==> config.mk <==
export PLATFORM = sky130hd
export DESIGN_NAME = uart_tx_fifo_ctrl
export DESIGN_NICKNAME = d
export VERILOG_FILES = /design/src/rtl/uart_pkg.sv /design/src/rtl/uart_tx_fifo_ctrl_fifo.sv /design/src/rtl/uart_tx_fifo_ctrl.sv
export SDC_FILE = /design/constraint.sdc
export NUM_CORES = 1
export LEC_CHECK = 0
export CAP_MARGIN = 20
export CORE_ASPECT_RATIO = 0.75
export CORE_MARGIN = 2
export CORE_UTILIZATION = 55
export DETAILED_ROUTE_END_ITERATION = 8
export PLACE_DENSITY_LB_ADDON = 0.1
export SLEW_MARGIN = 20
export SYNTH_ARGS = -nofsm -noshare
export SYNTH_HDL_FRONTEND = slang
export SYNTH_SLANG_ARGS = --single-unit
==> constraint.sdc <==
create_clock -name baud -period 5.1 [get_ports baud]
set_clock_uncertainty 0.2 [all_clocks]
set_input_delay 1.02 -clock baud [delete_from_list [all_inputs] [get_ports baud]]
set_output_delay 1.02 -clock baud [all_outputs]
set_load 0.005 [all_outputs]
==> src/rtl/uart_pkg.sv <==
// uart_pkg: shared encodings and helpers for the FIFO-fed UART transmitter
package uart_pkg;
  typedef enum logic [1:0] {
    PAR_NONE = 2'b00,
    PAR_EVEN = 2'b01,
    PAR_ODD  = 2'b10
  } par_mode_e;
  typedef enum logic [2:0] {
    ST_IDLE, ST_START, ST_DATA, ST_PARITY, ST_STOP1, ST_STOP2, ST_BREAK
  } state_e;
  localparam logic LINE_IDLE = 1'b1;
  localparam logic LINE_START = 1'b0;
  localparam logic [3:0] MIN_CHAR = 4'd5;
  function automatic logic [3:0] eff_size(input logic [3:0] cs, input logic [3:0] max_c);
    return cs < MIN_CHAR ? MIN_CHAR : (cs > max_c ? max_c : cs);
  endfunction
endpackage

==> src/rtl/uart_tx_fifo_ctrl_fifo.sv <==
// uart_tx_fifo: circular-buffer TX FIFO with wrapping pointers and occupancy count
import uart_pkg::*;
module uart_tx_fifo #(
  parameter int DEPTH = 4,
  parameter int WIDTH = 9,
  localparam int AW = $clog2(DEPTH),
  localparam int CW = $clog2(DEPTH + 1)
) (
  input  logic             clk,
  input  logic             rst,
  input  logic             push,
  input  logic             pop,
  input  logic [WIDTH-1:0] wdata,
  output logic [WIDTH-1:0] rdata,
  output logic [CW-1:0]    count,
  output logic             empty,
  output logic             full
);
  logic [WIDTH-1:0] mem_q [DEPTH];
  logic [AW-1:0] wr_q, wr_d, rd_q, rd_d;
  logic [CW-1:0] cnt_q, cnt_d;
  logic do_push, do_pop;
  assign empty = cnt_q == '0;
  assign full = cnt_q == CW'(DEPTH);
  assign rdata = mem_q[rd_q];
  assign count = cnt_q;
  always_comb begin
    do_push = push && !full;
    do_pop = pop && !empty;
    wr_d = do_push ? wr_q + AW'(1) : wr_q;
    rd_d = do_pop ? rd_q + AW'(1) : rd_q;
    cnt_d = cnt_q + CW'(do_push) - CW'(do_pop);
  end
  always_ff @(posedge clk) begin
    if (rst) begin
      wr_q <= '0;
      rd_q <= '0;
      cnt_q <= '0;
    end else begin
      wr_q <= wr_d;
      rd_q <= rd_d;
      cnt_q <= cnt_d;
    end
  end
  always_ff @(posedge clk) begin
    if (do_push) mem_q[wr_q] <= wdata;
  end
endmodule

==> src/rtl/uart_tx_fifo_ctrl.sv <==
// uart_tx_fifo_ctrl: FIFO-fed UART transmitter with parity, 1/2 stop bits and break
import uart_pkg::*;
module uart_tx_fifo_ctrl #(
  parameter int FIFO_DEPTH = 4,
  parameter int MAX_CHAR = 9
) (
  input  logic                              baud,
  input  logic                              rst,
  input  logic                              te,
  input  logic [MAX_CHAR-1:0]               data_in,
  input  logic                              data_valid,
  output logic                              data_ready,
  input  logic [3:0]                        char_size,
  input  logic [1:0]                        parity_mode,
  input  logic                              stop2,
  input  logic                              send_break,
  output logic                              tx,
  output logic                              tx_busy,
  output logic                              txc,
  output logic [$clog2(FIFO_DEPTH+1)-1:0]   fifo_count
);
  localparam logic [3:0] MAXC = 4'(MAX_CHAR);
  state_e state_q, state_d;
  logic tx_q, tx_d, busy_q, busy_d, txc_q, txc_d, brk_rel_q, brk_rel_d;
  logic par_en_q, par_en_d, par_bit_q, par_bit_d, stop2_q, stop2_d;
  logic [MAX_CHAR-1:0] shr_q, shr_d, rdata, masked;
  logic [3:0] n_q, n_d, cnt_q, cnt_d, n_new;
  logic push, pop, empty, full, frame_end, go;
  assign data_ready = !full;
  assign push = data_valid && !full;
  assign tx = tx_q;
  assign tx_busy = busy_q;
  assign txc = txc_q;
  uart_tx_fifo #(.DEPTH(FIFO_DEPTH), .WIDTH(MAX_CHAR)) u_fifo (
    .clk(baud), .rst(rst), .push(push), .pop(pop), .wdata(data_in),
    .rdata(rdata), .count(fifo_count), .empty(empty), .full(full)
  );
  always_comb begin
    n_new = eff_size(char_size, MAXC);
    masked = '0;
    for (int i = 0; i < MAX_CHAR; i++) masked[i] = rdata[i] && (i < int'(n_new));
  end
  always_comb begin
    state_d = state_q;
    tx_d = tx_q;
    busy_d = busy_q;
    txc_d = 1'b0;
    brk_rel_d = brk_rel_q;
    shr_d = shr_q;
    n_d = n_q;
    cnt_d = cnt_q;
    par_en_d = par_en_q;
    par_bit_d = par_bit_q;
    stop2_d = stop2_q;
    pop = 1'b0;
    frame_end = (state_q == ST_STOP1 && !stop2_q) || state_q == ST_STOP2;
    go = (state_q == ST_IDLE || frame_end) && !send_break && te && !empty;
    case (state_q)
      ST_IDLE: if (send_break) begin
        state_d = ST_BREAK;
        tx_d = LINE_START;
        busy_d = 1'b1;
        brk_rel_d = 1'b0;
      end
      ST_START: begin
        state_d = ST_DATA;
        tx_d = shr_q[0];
        shr_d = shr_q >> 1;
        cnt_d = 4'd1;
      end
      ST_DATA: if (cnt_q == n_q) begin
        state_d = par_en_q ? ST_PARITY : ST_STOP1;
        tx_d = par_en_q ? par_bit_q : LINE_IDLE;
      end else begin
        tx_d = shr_q[0];
        shr_d = shr_q >> 1;
        cnt_d = cnt_q + 4'd1;
      end
      ST_PARITY: begin
        state_d = ST_STOP1;
        tx_d = LINE_IDLE;
      end
      ST_STOP1: if (stop2_q) begin
        state_d = ST_STOP2;
        tx_d = LINE_IDLE;
      end
      // after release the line spends one idle-level cycle still flagged busy
      ST_BREAK: if (brk_rel_q) begin
        state_d = ST_IDLE;
        tx_d = LINE_IDLE;
        busy_d = 1'b0;
      end else if (!send_break) begin
        brk_rel_d = 1'b1;
        tx_d = LINE_IDLE;
      end
      default: state_d = ST_IDLE;
    endcase
    if (frame_end) begin
      state_d = ST_IDLE;
      tx_d = LINE_IDLE;
      busy_d = 1'b0;
      txc_d = empty;
    end
    if (go) begin
      pop = 1'b1;
      state_d = ST_START;
      tx_d = LINE_START;
      busy_d = 1'b1;
      shr_d = masked;
      n_d = n_new;
      par_en_d = parity_mode == PAR_EVEN || parity_mode == PAR_ODD;
      par_bit_d = (^masked) ^ (parity_mode == PAR_ODD);
      stop2_d = stop2;
    end
  end
  always_ff @(posedge baud) begin
    if (rst) begin
      state_q <= ST_IDLE;
      tx_q <= LINE_IDLE;
      busy_q <= 1'b0;
      txc_q <= 1'b0;
      brk_rel_q <= 1'b0;
      shr_q <= '0;
      n_q <= MIN_CHAR;
      cnt_q <= '0;
      par_en_q <= 1'b0;
      par_bit_q <= 1'b0;
      stop2_q <= 1'b0;
    end else begin
      state_q <= state_d;
      tx_q <= tx_d;
      busy_q <= busy_d;
      txc_q <= txc_d;
      brk_rel_q <= brk_rel_d;
      shr_q <= shr_d;
      n_q <= n_d;
      cnt_q <= cnt_d;
      par_en_q <= par_en_d;
      par_bit_q <= par_bit_d;
      stop2_q <= stop2_d;
    end
  end
endmodule

==> results of run 1 <==
## placed cells by master (no fill, tap or decap), drive strengths merged, types with 6 or more instances in the layout
master / n
a211oi: 11
a21oi: 20
clkbuf: 9
clkdlybuf4s50: 27
dfxtp: 36
edfxtp: 36
ha: 8
inv: 11
mux2i: 9
mux4: 9
nand2: 23
nor2: 26
nor3: 7
o21ai: 6
xnor2: 12
xor2: 8
## flip-flops by register name, summed over array words and instances, names as in the netlist, named ones only
register,flops
par_bit_q,1
n_q,4
tx_busy,1
txc,1
u_fifo.rd_q,2
state_q,3
u_fifo.mem_q,36
cnt_q,4
stop2_q,1
brk_rel_q,1
tx,1
u_fifo.count,3
par_en_q,1
u_fifo.wr_q,2
shr_q,9
## routing by layer
| metal | GRT usage (%) | up-vias | wire (um) |
|---|---|---|---|
| li1 | - | 1052 | - |
| met1 | 27.8 | 989 | 2880 |
| met2 | 25.1 | 45 | 2370 |
| met3 | 7.45 | 5 | 259 |
| met4 | 4.90 | 0 | 49 |
| met5 | 0 | - | 0 |
## tightest hold or removal path, cell delays in order (launching register included)
cell	delay [ns]
dfxtp_1	0.32
nand2_1	0.06
a21oi_1	0.06
## per-stage QoR
step	instances	cell area [um^2]	utilization (%)
final	385	3800	65.9
after global routing	385	3800	65.9
after CTS	385	3800	65.9
after detailed placement	369	3560	61.8
after global placement	369	3560	61.8
after floorplan	279	3260	-
## report_power, final
group          total, uW  internal, uW  leakage [uW]  switching (uW)
clock network        521           320      0.000114             201
registers            794           708      0.000624            86.2
logic                557           281      0.000636             276
total               1870          1310       0.00137             563
## layout make-up
type / count / area share, %
flip-flops and latches: 72 / 47.4
well taps: 78 / 2.57
inverters: 11 / 1.09
multi-input cells: 179 / 35.2
repair buffers: 29 / 7.51
clock inverters: 7 / 2.90
clock buffers: 9 / 3.26
## path summary, 6_finish.rpt
| path | start | end | slack (ns) | depth (start not counted) |
|---|---|---|---|---|
| min | n_q[3]$_SDFFE_PP0P_ | n_q[3]$_SDFFE_PP0P_ | 0.28 | 2 |
| min reg2reg | n_q[3]$_SDFFE_PP0P_ | n_q[3]$_SDFFE_PP0P_ | 0.28 | 2 |
| max reg2reg | state_q[2]$_SDFFE_PP0P_ | u_fifo.count[2]$_SDFF_PP0_ | 1.89 | 10 |
| max | send_break | u_fifo.count[1]$_SDFF_PP0_ | 1.32 | 10 |
## cell families after synthesis
family,Yosys count,synth area share (%)
mux,19,9.90
compound gates,50,10.1
simple gates,81,11.5
flops,72,55.3
buf+inv,28,3.69
xor+xnor,20,5.83
fa+ha+maj,9,3.69
==> results by group, run 1 <==
Die
  • Die W: just over 90 um
  • I/O Pins: 28
  • Die Span Y: approximately 71 um
  • Core area: between 5000 and 6000 um^2
  • Initial core utilization: 56.5%
  • Row Count: 24
  • Die area: 6560 um^2

Drt
  • Remaining DRCs: 0
  • Antenna-violating nets left: 0
  • Via/cell ratio: 5.43
  • Detailed Routing Iterations Pass 1: 4
  • Vias post-DR: 2,091
  • WL per Instance: 14.4 um
  • 1st-iter DRT viols: roughly 100
  • Post-Route WL: 5550 um

Global route
  • Gr usage total: ~19%
  • Largest net degree at the start of global routing: 36
  • Initial antenna violation count: 0
  • Vias in the first global route: 1,918
  • First-pass GRT wire length: 9260 um
  • GRT Residual Overflow: 0

Timing
  • Least-Margin Pin Slew: roughly 0.55 ns
  • Final worst path period share: 74.1%
  • Final Hold Viols: 0
  • Hold WS: roughly 0.28 ns
  • Max-slew headroom at the worst pin: 63.3%
  • RSZ-0062 raised after global routing: false
  • Slew Viols, Final: 0
  • Fin Setup TNS: 0 ns
  • Minimum clock period: 3.78 ns
  • Fmax: 265 MHz
  • Final worst setup slack: 1.32 ns
  • Final setup fails: 0

Layout
  • Diodes inserted: 0
  • Area delta synth->final: 16.5%
  • Share of cells above drive strength 1: approximately 8.8%
  • Register area: 1800 um^2
  • Area of the multi-input gates: 1340 um^2
  • Fillcell total: 448
  • Nets: 332

Yosys
  • Largest cells by area after synthesis: edfxtp_1, dfxtp_1, mux4_1, a21oi_1, ha_1
  • Synth Flop Type: edfxtp_1
  • Post-synthesis net count: 309
  • Synth area leader: edfxtp_1
  • Ys Warns: 0
  • Post-synth EDFFs: 36
  • Syn Std Cell Area: 3260 um^2
  • Synth async-reset ratio: 0%
  • Synth Area per Inst: 11.7 um^2
  • Yosys reg bits: 72
  • Mapped Cells: 279
  • Register area share after synthesis: between 50% and 60%
  • Commonest cells in the netlist: dfxtp_1, edfxtp_1, nor2_1
  • Distinct cells, synth: between 40 and 50
  • Share of the synthesized area in the top cell type: 33.2%

CTS
  • Root buffer cell: clkbuf_8
  • Resize count post-CTS: 0
  • CTS hold repair buffers: 0
  • CTS clk-pin slew, worst paths: 0.08 ns
  • Worst skew pair latency: 0.34 ns
  • Setup Buffers After CTS: 0
  • CTS tree: built
  • CTS Buf Count: 9
  • Sink Count: 72
  • Clock Tree Buf Depth: 2
  • H-tree levels: 3

Critical path
  • Crit Path Category: in2reg
  • CP peak stage delay: 0.49 ns
  • Critical Path AT: 3.80 ns
  • Crit path max-delay family: buffers and inverters
  • Max FO, Critical Path: 26
  • Crit-path cells: clkdlybuf4s50_1, nor2_1, nand3_1, or2_2, inv_1, ha_1, inv_1, ha_1, fa_1, nor2b_1
  • Crit path capture type: register
  • Critical Path Source Type: input pin
  • CP bufs+invs: 3
  • Critical Path RT: 5.12 ns
  • Crit-path slowest cell: clkdlybuf4s50_1

Placement
  • DP HPWL: 3970 um
  • Post-Place Setup Slack: 0.998 ns
  • I/O Buffers: 27
  • RePlAce Congestion: 0.818

Hold path
  • Worst Hold Class: reg2reg

Job
  • Max-Cap Viols: 0

Power
  • Pleak: 0.00137 uW
  • Max VDD drop: about 0.33 mV
  • Cell Pwr Density: 493 nW/um^2
  • Total power: 1870 uW

Status
  • Status: finished, final reports clean
No activity file was read; power rests on OpenSTA's default activity.
==> inputs of run 2 (changes only) <==
- clock period: 5.1 -> 3.9 ns (I/O delays scaled with it)
==> run 2 against run 1 <==
Compared with the run above: hold slack improved by 0.00063 ns; largest cell class unchanged; wire length increased by 7.6%; highest routed layer unchanged; sequential share of layout area increased by 0.54 points; flip-flop and latch count unchanged; worst setup slack got worse by 0.31 ns; sequential power increased by 31%; combinational power increased by 33%; largest power group unchanged; cell count increased by 0.26%.
==> results by group, run 2 (synthesis gave the netlist of run 1 again) <==
Status
  • Status: finished, final reports clean

Timing
  • Fin Setup TNS: 0 ns (unchanged)
  • Least-Margin Pin Slew: 0.540 ns (-0.00911 ns)
  • RSZ-0062 raised after global routing: false
  • Max-slew headroom at the worst pin: 63.9% (+0.61 points)
  • Slew Viols, Final: 0 (unchanged)
  • Minimum clock period: between 2 and 3 ns
  • Final worst path period share: 74.0%
  • Final setup fails: 0 (unchanged)
  • Fmax: 347 MHz
  • Final Hold Viols: 0 (unchanged)

Drt
  • 1st-iter DRT viols: 117 (+15%)
  • Post-Route WL: 5980 um (+7.6%)
  • Vias post-DR: 2,090 (-0.048%)
  • Via/cell ratio: 5.41 (-0.31%)
  • Remaining DRCs: 0 (unchanged)
  • Detailed Routing Iterations Pass 1: 4 (unchanged)
  • WL per Instance: 15.5 um (+7.3%)
  • Antenna-violating nets left: 0 (unchanged)

CTS
  • Clock Tree Buf Depth: 2 (unchanged)
  • Resize count post-CTS: 0 (unchanged)
  • CTS Buf Count: 9 (unchanged)
  • CTS clk-pin slew, worst paths: 0.07 ns (about the same)
  • Sink Count: 72 (unchanged)
  • CTS tree: built
  • H-tree levels: 3 (unchanged)
  • CTS hold repair buffers: 0 (unchanged)
  • Setup Buffers After CTS: 0 (unchanged)
  • Root buffer cell: clkbuf_8
  • Worst skew pair latency: 0.34 ns (about the same)

Job
  • Max-Cap Viols: 0 (unchanged)

Layout
  • Largest regs: u_fifo.mem_q: 36 flops, shr_q: 9 flops
  • Fillcell total: 456 (+1.8%)
  • Diodes inserted: 0 (unchanged)
  • Area delta synth->final: 15.2%
  • Largest register FFs: 36 (unchanged)
  • Share of cells above drive strength 1: 9.09% (+0.30 points)
  • Nets: 334 (+0.60%)
  • Top reg by flops: u_fifo.mem_q
  • Final Core Density: 65.1% (-0.74 points)
  • Non-filler cells, final: 386 (+0.26%)
  • Commonest non-fill, non-tap cells in the layout: dfxtp_1, edfxtp_1, clkdlybuf4s50_1, nor2_1, nand2_1

Placement
  • RePlAce Congestion: 0.805 (-1.6%)
  • I/O Buffers: 27 (unchanged)
  • Placed cells: 371 (+0.54%)
  • DP HPWL: 4160 um (+4.9%)

Critical path
  • Critical Path RT: 3.92 ns (-1.20 ns)
  • Crit path capture type: register
  • Max FO, Critical Path: 5 (-81%)
  • Critical Path AT: 2.90 ns (-0.90 ns)
  • Critical Path Source Type: input pin
  • Crit Path Category: in2reg
  • Reg2reg path depth: 6 (-4)

Power
  • Max VDD drop: 0.353 mV (+6.9%)
  • Cell Pwr Density: 618 nW/um^2 (+25%)
  • Pleak: 0.00136 uW (-0.83%)

Hold path
  • Cells on Worst Hold Path: 2 (unchanged)
  • Worst Hold Class: reg2reg

Die
  • Die W: 92.9 um (unchanged)
  • Die Span Y: 70.7 um (unchanged)
  • Die area: 6560 um^2 (unchanged)
  • Initial core utilization: 56.5% (unchanged)
  • Core area: 5770 um^2 (unchanged)
  • I/O Pins: 28 (unchanged)
  • Row Count: 24 (unchanged)

Global route
  • GRT Residual Overflow: 0 (unchanged)
  • First-pass GRT wire length: 9790 um (+5.7%)
  • Gr usage total: 19.8% (+1.3 points)
  • Vias in the first global route: 2,001 (+4.3%)
  • Largest net degree at the start of global routing: 36 (unchanged)
  • Initial antenna violation count: 0 (unchanged)
[run 2: cell types whose count changed in the layout (fill, tap and decap cells not counted), sizes merged]
cell | before | now
buf | 2 | 4
clkinvlp | 1 | 0
clkinv | 3 | 4
bufinv | 3 | 1
clkbuf | 9 | 10
[run 2: power breakdown]
part	switching [uW]	internal [uW]	leakage [uW]
Combinational	368	374	0.000646
Sequential	112	926	0.000624
Clock	255	286	0.0000933
Total	735	1590	0.00136
[run 2: path summary, 6_finish.rpt]
kind / start / end / slack [ns]
hold reg to reg: n_q[3]$_SDFFE_PP0P_ / n_q[3]$_SDFFE_PP0P_ / 0.28
hold / removal: n_q[3]$_SDFFE_PP0P_ / n_q[3]$_SDFFE_PP0P_ / 0.28
setup reg to reg: register / par_bit_q$_SDFFE_PP0P_ / 1.33
setup / recovery: send_break / u_fifo.count[1]$_SDFF_PP0_ / 1.01
[run 2: metal layers]
layer	routed length, um	global-route usage, %	vias up
met2	2620	28.8	46
li1	-	-	1056
met4	66	5.39	0
met1	2990	28.1	983
met3	302	7.67	5
met5	0	0	-
[run 2: layout make-up]
class / instances / area (um^2) / area share, %
Multi-Input combinational cell: 179 / 1340 / 35.6
Tap cell: 78 / 97.6 / 2.60
Sequential cell: 72 / 1800 / 48.0
Timing Repair Buffer: 31 / 300 / 8.00
Clock buffer: 10 / 128 / 3.40
Clock inverter: 5 / 48.8 / 1.30
Inverter: 11 / 41.3 / 1.10
[run 2: critical path, stage by stage]
cell and delay [ns]:
clkdlybuf4s50_1 0.48, nor2_1 0.20, nand3_1 0.09, or2_2 0.29, inv_1 0.09, ha_1 0.23, inv_1 0.06, ha_1 0.15
fa_1 0.40, nor2b_1 0.13
[run 2: stage by stage]
step | hold slack [ns] | worst slack [ns] | total power [uW] | cell area [um^2]
2_1_floorplan | 0.248 | 0.902 | 1590 | 3260
3_3_place_gp | 0.258 | 0.716 | 1780 | 3580
3_5_place_dp | 0.274 | 0.667 | 1790 | 3580
4_1_cts | 0.283 | 1.03 | 2340 | 3750
5_1_grt | 0.329 | 0.889 | 2470 | 3750
6_report | 0.282 | 1.01 | 2320 | 3750
